## src/rtl/vga_pkg.sv

```systemverilog
// Shared VGA scene definitions: scene indices, default pixel geometry and
// the scene-transition state encoding.
package vga_pkg;

    localparam int SMENU = 0;
    localparam int SGAME = 1;
    localparam int SOVER = 2;

    localparam int VGA_PIXEL_W = 12;
    localparam int VGA_CH_W    = VGA_PIXEL_W / 3;

    typedef enum logic [1:0] {
        SHOW     = 2'd0,
        FADE_OUT = 2'd1,
        FADE_IN  = 2'd2
    } fade_state_e;

endpackage

```

## src/rtl/pixel_dimmer.sv

```systemverilog
// Combinational brightness scaler: each RGB channel becomes
// (channel * level) >> FADE_SHIFT, so level = 2^FADE_SHIFT passes through.
module pixel_dimmer
    import vga_pkg::*;
#(
    parameter int PIXEL_W    = 12,
    parameter int FADE_SHIFT = 3
) (
    input  logic [PIXEL_W-1:0]  pixel_in,
    input  logic [FADE_SHIFT:0] level,
    output logic [PIXEL_W-1:0]  pixel_out
);

    localparam int CH_W   = PIXEL_W / 3;
    localparam int PROD_W = CH_W + FADE_SHIFT + 1;

    for (genvar c = 0; c < 3; c++) begin : g_ch
        logic [PROD_W-1:0] prod;
        assign prod = PROD_W'(pixel_in[c*CH_W +: CH_W]) * PROD_W'(level);
        assign pixel_out[c*CH_W +: CH_W] = CH_W'(prod >> FADE_SHIFT);
    end

    if (PIXEL_W % 3 != 0) begin : g_pad
        assign pixel_out[PIXEL_W-1:3*CH_W] = '0;
    end

endmodule

```

## src/rtl/scene_pixel_mux.sv

```systemverilog
// Frame-synchronous scene selector for the VGA pixel bus with optional
// fade-to-black / fade-in between scenes and a registered output.
//
// state    | meaning
// SHOW     | full brightness, current scene displayed
// FADE_OUT | level stepping down one per frame toward black
// FADE_IN  | new scene, level stepping up one per frame toward full
module scene_pixel_mux
    import vga_pkg::*;
#(
    parameter int                 NUM_SCENES  = 4,
    parameter int                 SEL_W       = 2,
    parameter int                 PIXEL_W     = 12,
    parameter bit                 FADE_EN     = 1'b1,
    parameter int                 FADE_SHIFT  = 3,
    parameter logic [PIXEL_W-1:0] BG_COLOR    = '0,
    parameter int                 RESET_SCENE = 0
) (
    input  logic                          clka,
    input  logic                          rst,
    input  logic [9:0]                    h_cnt,
    input  logic [9:0]                    v_cnt,
    input  logic                          valid,
    input  logic [SEL_W-1:0]              scene_sel,
    input  logic [NUM_SCENES*PIXEL_W-1:0] scene_pixels,
    output logic [PIXEL_W-1:0]            pixel_out,
    output logic [SEL_W-1:0]              cur_scene,
    output logic                          fading
);

    localparam logic [FADE_SHIFT:0] LEVEL_MAX = {1'b1, {FADE_SHIFT{1'b0}}};
    localparam logic [SEL_W-1:0]    RST_SEL   = SEL_W'(RESET_SCENE);

    fade_state_e         state, state_nxt;
    logic [FADE_SHIFT:0] level, level_nxt;
    logic [SEL_W-1:0]    target, target_nxt, cur_nxt;
    logic                zero_now, zero_d, fs, down;
    logic [PIXEL_W-1:0]  src_pixel, dim_pixel;

    // Frame start fires once on entry to 0/0, however long the counters hold there.
    assign zero_now = (h_cnt == 10'd0) && (v_cnt == 10'd0);
    assign fs       = zero_now && !zero_d;

    always_ff @(posedge clka) begin
        if (rst) begin
            state     <= SHOW;
            level     <= LEVEL_MAX;
            target    <= RST_SEL;
            cur_scene <= RST_SEL;
            zero_d    <= 1'b0;
        end else begin
            state     <= state_nxt;
            level     <= level_nxt;
            target    <= target_nxt;
            cur_scene <= cur_nxt;
            zero_d    <= zero_now;
        end
    end

    always_comb begin
        state_nxt  = state;
        level_nxt  = level;
        target_nxt = target;
        cur_nxt    = cur_scene;
        down       = 1'b0;
        if (fs) begin
            target_nxt = scene_sel;
            case (state)
                SHOW: begin
                    if (scene_sel != cur_scene) begin
                        if (FADE_EN) begin
                            state_nxt = FADE_OUT;
                            down      = 1'b1;
                        end else begin
                            cur_nxt = scene_sel;
                        end
                    end
                end
                FADE_OUT: down = 1'b1;
                FADE_IN: begin
                    if (scene_sel != cur_scene) begin
                        state_nxt = FADE_OUT;
                        down      = 1'b1;
                    end else if (level == LEVEL_MAX - 1'b1) begin
                        level_nxt = LEVEL_MAX;
                        state_nxt = SHOW;
                    end else begin
                        level_nxt = level + 1'b1;
                    end
                end
                default: state_nxt = SHOW;
            endcase
            // Once fading out, the scene swapped in at black is the one latched
            // at the previous frame start, so a late change of mind never aborts.
            if (down) begin
                if (level <= (FADE_SHIFT+1)'(1)) begin
                    level_nxt = '0;
                    cur_nxt   = (state == FADE_OUT) ? target : scene_sel;
                    state_nxt = FADE_IN;
                end else begin
                    level_nxt = level - 1'b1;
                end
            end
        end
    end

    always_comb begin
        fading = (state != SHOW);
    end

    always_comb begin
        src_pixel = BG_COLOR;
        for (int k = 0; k < NUM_SCENES; k++) begin
            if (cur_scene == SEL_W'(k)) src_pixel = scene_pixels[k*PIXEL_W +: PIXEL_W];
        end
    end

    pixel_dimmer #(
        .PIXEL_W    (PIXEL_W),
        .FADE_SHIFT (FADE_SHIFT)
    ) u_dimmer (
        .pixel_in  (src_pixel),
        .level     (level),
        .pixel_out (dim_pixel)
    );

    always_ff @(posedge clka) begin
        if (rst) pixel_out <= '0;
        else     pixel_out <= valid ? dim_pixel : '0;
    end

endmodule

```

## config.mk

```make
export PLATFORM = sky130hd
export DESIGN_NAME = scene_pixel_mux
export DESIGN_NICKNAME = d
export VERILOG_FILES = /design/src/rtl/vga_pkg.sv /design/src/rtl/pixel_dimmer.sv /design/src/rtl/scene_pixel_mux.sv
export SDC_FILE = /design/constraint.sdc
export NUM_CORES = 1
export LEC_CHECK = 0
export BUFFER_PORTS_ARGS = -buffer_cell sky130_fd_sc_hd__buf_2
export CORE_ASPECT_RATIO = 0.7
export CORE_UTILIZATION = 35
export DETAILED_ROUTE_END_ITERATION = 7
export SLEW_MARGIN = 5
export SYNTH_ARGS = -nofsm -noshare
export SYNTH_HDL_FRONTEND = slang
export SYNTH_SLANG_ARGS = --single-unit
```

## constraint.sdc

```tcl
create_clock -name clka -period 8.89 [get_ports clka]
set_input_delay 1.778 -clock clka [delete_from_list [all_inputs] [get_ports clka]]
set_output_delay 1.778 -clock clka [all_outputs]
set_load 0.005 [all_outputs]
```

======== After elaboration in Yosys (flattened, before gate mapping) ========
Cells that the tools add are included.
cells by class
  add/subtract/negate cells ............... 2
  multipliers ............................. 3
  magnitude comparators ................... 1
  equal/unequal tests ..................... 8
  mux-type cells .......................... 19
  bitwise operators ....................... 1
  reductions and logical operators ........ 13
operators by type and width
  kind                 count
  $mux 12              4
  $mul 4x4->7          3
  $logic_not 10->1     2
  $mux 4               5
  $mux 2               6
  $eq 2x2->1 const B   3
  $pmux 2 s3           1
  $reduce_and 3->1     2
  $add 4x1->4 const B  1
  $eq 2x1->1 const B   2
  $eq 4x3->1 const B   1
  $le 4x1->1 const B   1
  $logic_not 2->1      2
  $reduce_bool 2->1    2
  $reduce_or 2->1      2
  $sub 4x1->4 const B  1
  $logic_and 1x1->1    2
  $mux 1               2
  $ne 2x1->1 const B   1
  $ne 2x2->1           1
  $pmux 1 s2           1
  $logic_not 1->1      1
  $not 1->1            1
storage, ports and cells
  bits in registers ....................... 23
  bits of input ports ..................... 73
  output and inout port bits .............. 15
  word-level logic and storage cells ...... 53

======== Depth between registers and ports, before layout ========
Gate-level depths: netlist of run 1.
  word-level depth ........................ 6
  gate-level depth with buffers ........... 14
  mapped depth without buffers ............ 12

======== By module ========
A second synthesis of run 1 with hierarchy kept.
second synthesis, totals
  cells, all modules ...................... 255
  area total of the unflattened synthesis .. 2392.3 µm²
by module, submodules not included
  module           times used  cells each  area an instance (µm²)
  scene_pixel_mux  1           126         1301.2
  pixel_dimmer     1           129         1091.0

======== Worst setup path before layout of run 1 ========
No wires, ideal clock.
  path type ............................... in2reg
  start ................................... in scene_pixels[45]
  end ..................................... reg pixel_out[11]
  library setup time ...................... 0.115 ns
  arrival ................................. 4.373 ns
  required time ........................... 8.775 ns
  path slack .............................. 4.402 ns
  stages .................................. 11
  cells stage by stage .................... mux4_2 nand2_1 fa_1 inv_1 fa_1 fa_1 a21o_1 a21oi_1 xnor2_1 xnor2_1 nor2_1
between the ends
  cells in the longest elaborated chain, start to end .. 2
ends and longest elaborated chain
  element               RTL line                text
  start, declared       scene_pixel_mux.sv:25   input logic [NUM_SCENES*PIXEL_W-1:0] scene_pixels,
  $mux 12               scene_pixel_mux.sv:114  if (cur_scene == SEL_W'(k)) src_pixel = scene_pixels[k*PIXEL_W +: PIXEL_W];
  $mul 4x4->7           pixel_dimmer.sv:19      assign prod = PROD_W'(pixel_in[c*CH_W +: CH_W]) * PROD_W'(level);
  end signal, assigned  scene_pixel_mux.sv:129  else pixel_out <= valid ? dim_pixel : '0;
  end, declared         scene_pixel_mux.sv:26   output logic [PIXEL_W-1:0] pixel_out,
No other way between the ends.
A chain may end at the register's enable or synchronous reset.

======== Worst setup path in the final report of run 1 ========
Ends and elaborated chain as after synthesis.

==> qor.yml, run 1 <==
synthesis.area_per_instance_um2: 9.16
rsz0062_at_grt: "no"
drv.max_cap_violation_count: 0
drt_first_pass_iters: 6
finalInstanceArea_um2: 2890
r2r_end: "pixel_out[11]"
r2r_setup_slack_ns: 4.92
clk_pin_slew_ns: 0.09
syn_to_final_growth_pct: 22.6
setup-tns-final_ns: 0
hold_path.class: "reg -> reg"
finalPower_mw: 0.216
core_area_um2: 6370
clock_skew_ns: 0.00515
timing.final.max_slew_violations: 0
layout.cells.non_filler: 425
crit_path_end: "pixel_out[11]"
global_route.overflow_total: 0
floorplan.io_pins: 88
ant_nets: 0
cellLeakagePower_nw: 1.50
synthesis.area_um2: 2350
worst-slew-pin-transition_ns: 1.20
timing_hold_violations_final: 0
initial_core_util: 0.370
regArea_um2: 460
gr_usage_total: 0.155
cp-start-kind: "input pin"
post-route-util: 0.453
cts_num_sinks: 23
clock_tree.htree_level_count: 1
placement.cell_area_um2: 2840
regToRegStartpoint: "cur_scene[0]"
syn-instance-count: 257
dp.cells: 421
postCtsSetupBuffers: 0
synth_top_family_by_area: "adder cells"
area_fraction_in_compound_gates_after_synthesis: 0.0797
syn_nets: 369
reg2reg_depth: 11
grt_pass1_vias: 2037
timing.final.crit_share: 0.501
antenna-diode-count: 0
worst_slew_margin_rel: 0.193
fraction_of_synthesized_cell_area_in_xor_and_xnor_cells: 0.0675
die_area_um2: 7060
via_per_inst: 4.89
detailed_place_hpwl_mm: 4.21
cts-resized-gates: 0
power_per_cell_area_nw_per_um2: 74.7
cp_data_arrival_time_ns: 4.61
die_h_um: 70.6
cts_tree: "done"
wire_length_of_the_first_global_routing_pass_mm: 8.85
detail_route.wl_per_cell_um: 12.1
drc: 0
most-common-layout-cells: "buf_2 (87), nand2_1 (28), ha_1 (27), dfxtp_1 (23)"
dr_total_vias: 2077
cts_root_buf: "clkbuf_8"
layout_commonest_cell: "buf_2"
multi_input_area_um2: 1750
number_of_clock_buffers_inserted_by_tritoncts: 3
ctsLongestPathBuffers: 2
ctsHoldBuffers: 0
drive_above_1_share: 0.335
die_width_um: 100
initialDrtViolationCount: 66
min_period_ns: 4.45
yosys.area_share.simple: 0.208
yosysWarnings: 0
worst_skew_pair.late_latency_ns: 0.27
setup-violations-final: 0
postRouteWirelength_mm: 5.14
synth_mux_area_frac: 0.140
fp-row-count: 24
run_status: "completed"
ys_seq_elements: 23
synth_sequential_area_ratio: 0.196
vdd.ir_drop.worst_mv: 0.0567
timing_worst_setup_path_type: "in -> reg"
grt_antenna_before_repair: 0
crit_path_max_fanout: 4
area_share_of_fa_ha_maj_cells_after_synthesis: 0.245
net_count_of_the_finished_layout: 447
gp_congestion: 0.762
synth.lib_cells_used.distinct: 37
pin_count_of_the_biggest_net_entering_global_routing: 21
clock.fmax_ghz: 0.224
endpoint_kind: "register"
worstSetupStartpoint: "scene_pixels[45]"
io_buffer_count: 87
required_time_worst_endpoint_ns: 9.04
layout.filler_cells: 653
-- worst min-delay path by stage --
stage	endpoint	start	depth (start not counted)
2_1_floorplan	target[0]	target[0]	2
3_3_place_gp	target[1]	target[1]	2
3_5_place_dp	target[0]	target[0]	2
4_1_cts	target[0]	target[0]	2
5_1_grt	target[0]	target[0]	2
6_report	target[1]	target[1]	2
-- cell type report --
| type | count | share of cell area |
|---|---|---|
| Clock buffer | 3 | 0.0143 |
| Clock inverter | 1 | 0.00260 |
| Inverter | 22 | 0.0286 |
| Multi-Input combinational cell | 198 | 0.605 |
| Sequential cell | 23 | 0.160 |
| Tap cell | 91 | 0.0394 |
| Timing Repair Buffer | 87 | 0.151 |
-- synthesized netlist by cell type --
library cell  count  area [um2]
nand2_1          28         105
ha_1             27         338
dfxtp_1          23         460
inv_1            22        82.6
nor2_1           22        82.6
and2_1           19         119
fa_1             12         240
mux4_2           12         270
a21oi_1           9        45.0
clkbuf_1          9        33.8
nor4_1            7        43.8
xor2_1            7        61.3
mux2i_1           6        60.1
nor3_1            6        30.0
xnor2_1           6        52.6
or2_2             5        31.3
a211oi_1          4        30.0
a21o_1            4        30.0
nand4_1           4        25.0
o21ai_0           3        15.0
o31ai_1           3        22.5
buf_2             2        10.0
nand2b_1          2        12.5
xnor3_1           2        45.0
a2111o_1          1        11.3
a211o_2           1        10.0
a21oi_2           1        8.76
a31oi_1           1        6.26
and4_1            1        8.76
buf_1             1        3.75
buf_4             1        7.51
buf_6             1        11.3
nor2b_1           1        6.26
o311ai_0          1        8.76
or2_4             1        8.76
or3_1             1        6.26
or4_4             1        11.3
-- registers in the layout (all words and copies together) (netlist names) --
name       flops
zero_d         1
level          4
state          2
cur_scene      2
target         2
pixel_out     12
-- report_power, final --
part	total [mW]	leakage, nW	switching [mW]	internal, mW
combinational	0.0415	1.29	0.0182	0.0233
sequential	0.106	0.187	0.000586	0.105
clock	0.0685	0.0217	0.0367	0.0318
total	0.216	1.50	0.0554	0.160
-- cell families (layout without fill, tap and decap cells) --
family | after synthesis | after routing
AOI/OAI and AO/OA | 28 | 28
and+or+nand+nor | 98 | 98
xor gates and xnor gates | 15 | 15
adders and majority gates | 39 | 39
DFF | 23 | 23
buffers and inverters | 36 | 113
muxes | 18 | 18
-- worst max-delay path: stages --
cell     delay, ns
buf_2         0.10
mux4_2        0.51
nand2_1       0.12
fa_1          0.42
inv_1         0.09
fa_1          0.44
fa_1          0.48
a21o_1        0.17
a21oi_1       0.17
xnor2_1       0.15
xnor2_1       0.14
nor2_1        0.05
-- metrics by stage --
stage                     hold slack (ns)  setup slack (ns)
after floorplan                     0.463              4.40
after global placement              0.475              4.19
after detailed placement            0.490              4.14
after CTS                           0.513              4.44
after global routing                0.528              4.28
final                               0.508              4.44
-- per-layer routing --
layer  wire length [um]  track usage  vias up
met3                242       0.0296        2
met5                  0            0        -
met2               2350        0.277       53
met1               2510        0.197      984
met4                 38       0.0290        0
li1                   -            -     1038
Note: power is estimated with default switching activity, not from simulation.
==> run 2, diff against run 1 <==
--- a/config.mk
+++ b/config.mk
@@ -5,6 +5,7 @@
 export SDC_FILE = /design/constraint.sdc
 export NUM_CORES = 1
 export LEC_CHECK = 0
+export ABC_AREA = 1
 export BUFFER_PORTS_ARGS = -buffer_cell sky130_fd_sc_hd__buf_2
 export CORE_ASPECT_RATIO = 0.7
 export CORE_UTILIZATION = 35
==> constraint.sdc (replaced) <==
create_clock -name clka -period 3.8 [get_ports clka]
set_input_delay 0.76 -clock clka [delete_from_list [all_inputs] [get_ports clka]]
set_output_delay 0.76 -clock clka [all_outputs]
set_load 0.005 [all_outputs]
==> run 2 against run 1 <==
Wire length is 40% higher. Via count is 29% higher. Design area is 13% higher. Area after synthesis is 12% higher. Non-clock buffer count is 9 higher. Global-route usage is 4.2 points higher. Cell count is 36% higher. Core utilization is 0.49 points lower. Flip-flop and latch count stayed put. Clock power grew to 2.5 times the previous value. Critical path type is now reg -> reg. Largest cell class unchanged. Largest power group unchanged.
==> qor.yml, run 2 <==
core_area_um2: 7290  # +14%
timing_worst_setup_path_type: "reg -> reg"
worst_skew_pair.late_latency_ns: 0.28  # about the same
most_frequent_cell_after_synthesis: "nand2_1"
internal_power_mw: 0.374  # +130%
min_period_ns: 3.58
fp-row-count: 26  # +8.3%
timing_hold_violations_final: 0  # unchanged
synthesis.area_per_instance_um2: 6.74  # -26%
timing.final.crit_share: 0.941
required_time_worst_endpoint_ns: 3.99  # -5.05 ns
detailed_place_hpwl_mm: 5.96  # +41%
timing.final.max_slew_violations: 0  # unchanged
ys_seq_elements: 23  # unchanged
clock_tree.htree_level_count: 1  # unchanged
initial_core_util: 0.363  # -0.00725
top_post_synthesis_cells_by_area: "dfxtp_1 (17%), nand2_1 (14%), ha_1 (13%)"
detail_route.wl_per_cell_um: 12.4  # +2.5%
largest-register: "pixel_out"
syn-instance-count: 392  # +53%
fraction_of_power_consumed_by_combinational_cells: 0.213  # +0.021
postRouteWirelength_mm: 7.20  # +40%
drc: 0  # unchanged
worst_slew_margin_rel: 0.595  # +0.402
hold-path-cell-count: 2  # unchanged
drt_first_pass_iters: 4  # -2
switching_share: 0.297  # +0.0400
cts_root_buf: "clkbuf_8"
drive_above_1_share: 0.268  # -0.0677
pin_count_of_the_biggest_net_entering_global_routing: 16  # -24%
synth_sequential_area_ratio: 0.174  # -0.0213
endpoint_kind: "register"
syn_nets: 504  # +37%
via_per_inst: 4.64  # -5.1%
yosysWarnings: 0  # unchanged
rsz0062_at_grt: "yes"
layout_top_registers: "pixel_out x12, level x4"
syn_to_final_growth_pct: 23.7
layout_commonest_cell: "nand2_1"
initialDrtViolationCount: 92  # +39%
layout.cells.non_filler: 580  # +36%
netlist_top_cells_count: "nand2_1 (98), nor2_1 (57), inv_1 (46), ha_1 (27), a21oi_1 (26)"
ctsLongestPathBuffers: 2  # unchanged
cp-start-kind: "register"
most-common-layout-cells: "nand2_1 (98), buf_2 (87), nor2_1 (57), inv_1 (46), ha_1 (27)"
vdd.ir_drop.worst_mv: 0.140  # +150%
die_area_um2: 7910  # +12%
number_of_clock_buffers_inserted_by_tritoncts: 3  # unchanged
wire_length_of_the_first_global_routing_pass_mm: 12.2  # +38%
run_status: "completed"
reg2reg_depth: 21  # +10
grt_pass1_vias: 2638  # +30%
cts_tree: "done"
power_per_cell_area_nw_per_um2: 163  # +120%
worst-slew-pin-transition_ns: 0.606  # -0.594 ns
synthesis.area_um2: 2640  # +12%
yosys.area.top_type_share: 0.174  # -0.0213
max_reg_flops: 12  # unchanged
net_count_of_the_finished_layout: 595  # +33%
clk_pin_slew_ns: 0.10  # about the same
pwr-share-seq: 0.462  # -0.028
gp_congestion: 0.901  # +18%
synth.lib_cells_used.distinct: 37  # unchanged
synth_edf_count: 0  # unchanged
clock_skew_ns: 0.00996  # +0.00481 ns
grt_antenna_before_repair: 0  # unchanged
dp.cells: 576  # +37%
cts_num_sinks: 23  # unchanged
antenna-diode-count: 0  # unchanged
floorplan.io_pins: 88  # unchanged
die_width_um: 106  # +5.8%
most_area_hungry_cell_type_in_the_yosys_netlist: "dfxtp_1"
cellLeakagePower_nw: 1.75  # +17%
dr_total_vias: 2689  # +29%
die_h_um: 74.7  # +5.8%
synthFlopType: "dfxtp_1"
postCtsSetupBuffers: 0  # unchanged
switchingPower_mw: 0.158  # +190%
io_buffer_count: 87  # unchanged
setup-violations-final: 0  # unchanged
fraction_of_power_consumed_by_the_clock_network: 0.325  # +0.008
async_flop_share: 0  # unchanged
clock.fmax_ghz: 0.280
hold_path.class: "reg -> reg"
whs_ns: 0.457  # -0.0502 ns
cp_data_arrival_time_ns: 3.77  # -0.84 ns
pre_cts_slack_ns: 0.0274  # -4.12 ns
global_route.overflow_total: 0  # unchanged
crit_path_max_fanout: 6  # +2
worst_slack_ns: 0.223  # -4.21 ns
gr_usage_total: 0.197  # +0.0425
ant_nets: 0  # unchanged
drv.max_cap_violation_count: 0  # unchanged
==> run 2: per-stage QoR <==
stage               total power [mW]  utilization  setup TNS [ns]  instance area, um2
floorplan                      0.309            -               0                2640
global placement               0.365        0.440               0                3210
detailed placement             0.366        0.440               0                3210
CTS                            0.540        0.447               0                3260
global route                   0.567        0.448         -0.0441                3270
finish                         0.532        0.448               0                3270
==> run 2: cell type report <==
class | count | area [um2]
flip-flops and latches | 23 | 468
well taps | 98 | 123
inverters | 51 | 204
clock buffers | 3 | 41.3
repair buffers | 96 | 515
fillers | 780 | 4020
clock inverters | 1 | 7.51
multi-input cells | 308 | 1910
==> run 2: kinds of logic after synthesis <==
logic type | share of synthesized area
AND/OR/NAND/NOR | 0.325
multiplexers | 0.00426
AO/OA/AOI/OAI | 0.130
buffers and inverters | 0.105
flip-flops | 0.174
XOR/XNOR | 0.0431
adder cells (fa/ha/maj) | 0.219
==> run 2: final timing paths <==
path / from / to / slack [ns]
min: target[0] / target[0] / 0.46
min reg2reg: target[0] / target[0] / 0.46
max reg2reg: cur_scene[0] / pixel_out[3] / 0.22
max: cur_scene[0] / pixel_out[3] / 0.22
==> run 2: metal layers <==
metal  track usage  vias up  wire length (um)  part of all wire
li1              -     1421                 -                 -
met1         0.259     1194              3400              0.47
met2         0.346       68              3240              0.45
met3        0.0416        6               482             0.067
met4        0.0324        0                67            0.0093
met5             0        -                 0                 0
==> run 2: worst max-delay path, cell delays in order, from the launching register on <==
cell     delay (ns)
dfxtp_4        0.43
inv_6          0.04
nor2_2         0.13
buf_4          0.14
nand2_1        0.04
nand2_1        0.04
o21ai_0        0.06
o21ai_1        0.17
nand2_1        0.11
fa_1           0.50
inv_1          0.06
fa_1           0.57
inv_1          0.07
fa_1           0.45
nor2_1         0.12
nor2_1         0.04
nor2_1         0.08
nor2_1         0.05
xor2_1         0.16
nand3_1        0.09
nand2_1        0.09
nor2_1         0.05
==> run 2: what timing repair did <==
action	in CTS	in global routing
setup endpoints to repair	0	3
hold buffers	0	0
hold endpoints to repair	0	0
gates resized for setup	0	7
==> run 2: power groups by stage <==
stage | sequential [mW] | clock, mW | combinational, mW
finish | 0.246 | 0.173 | 0.113
global placement | 0.253 | 0 | 0.112
CTS | 0.247 | 0.179 | 0.114
floorplan | 0.254 | 0 | 0.0553
detailed placement | 0.253 | 0 | 0.113
global route | 0.246 | 0.190 | 0.131
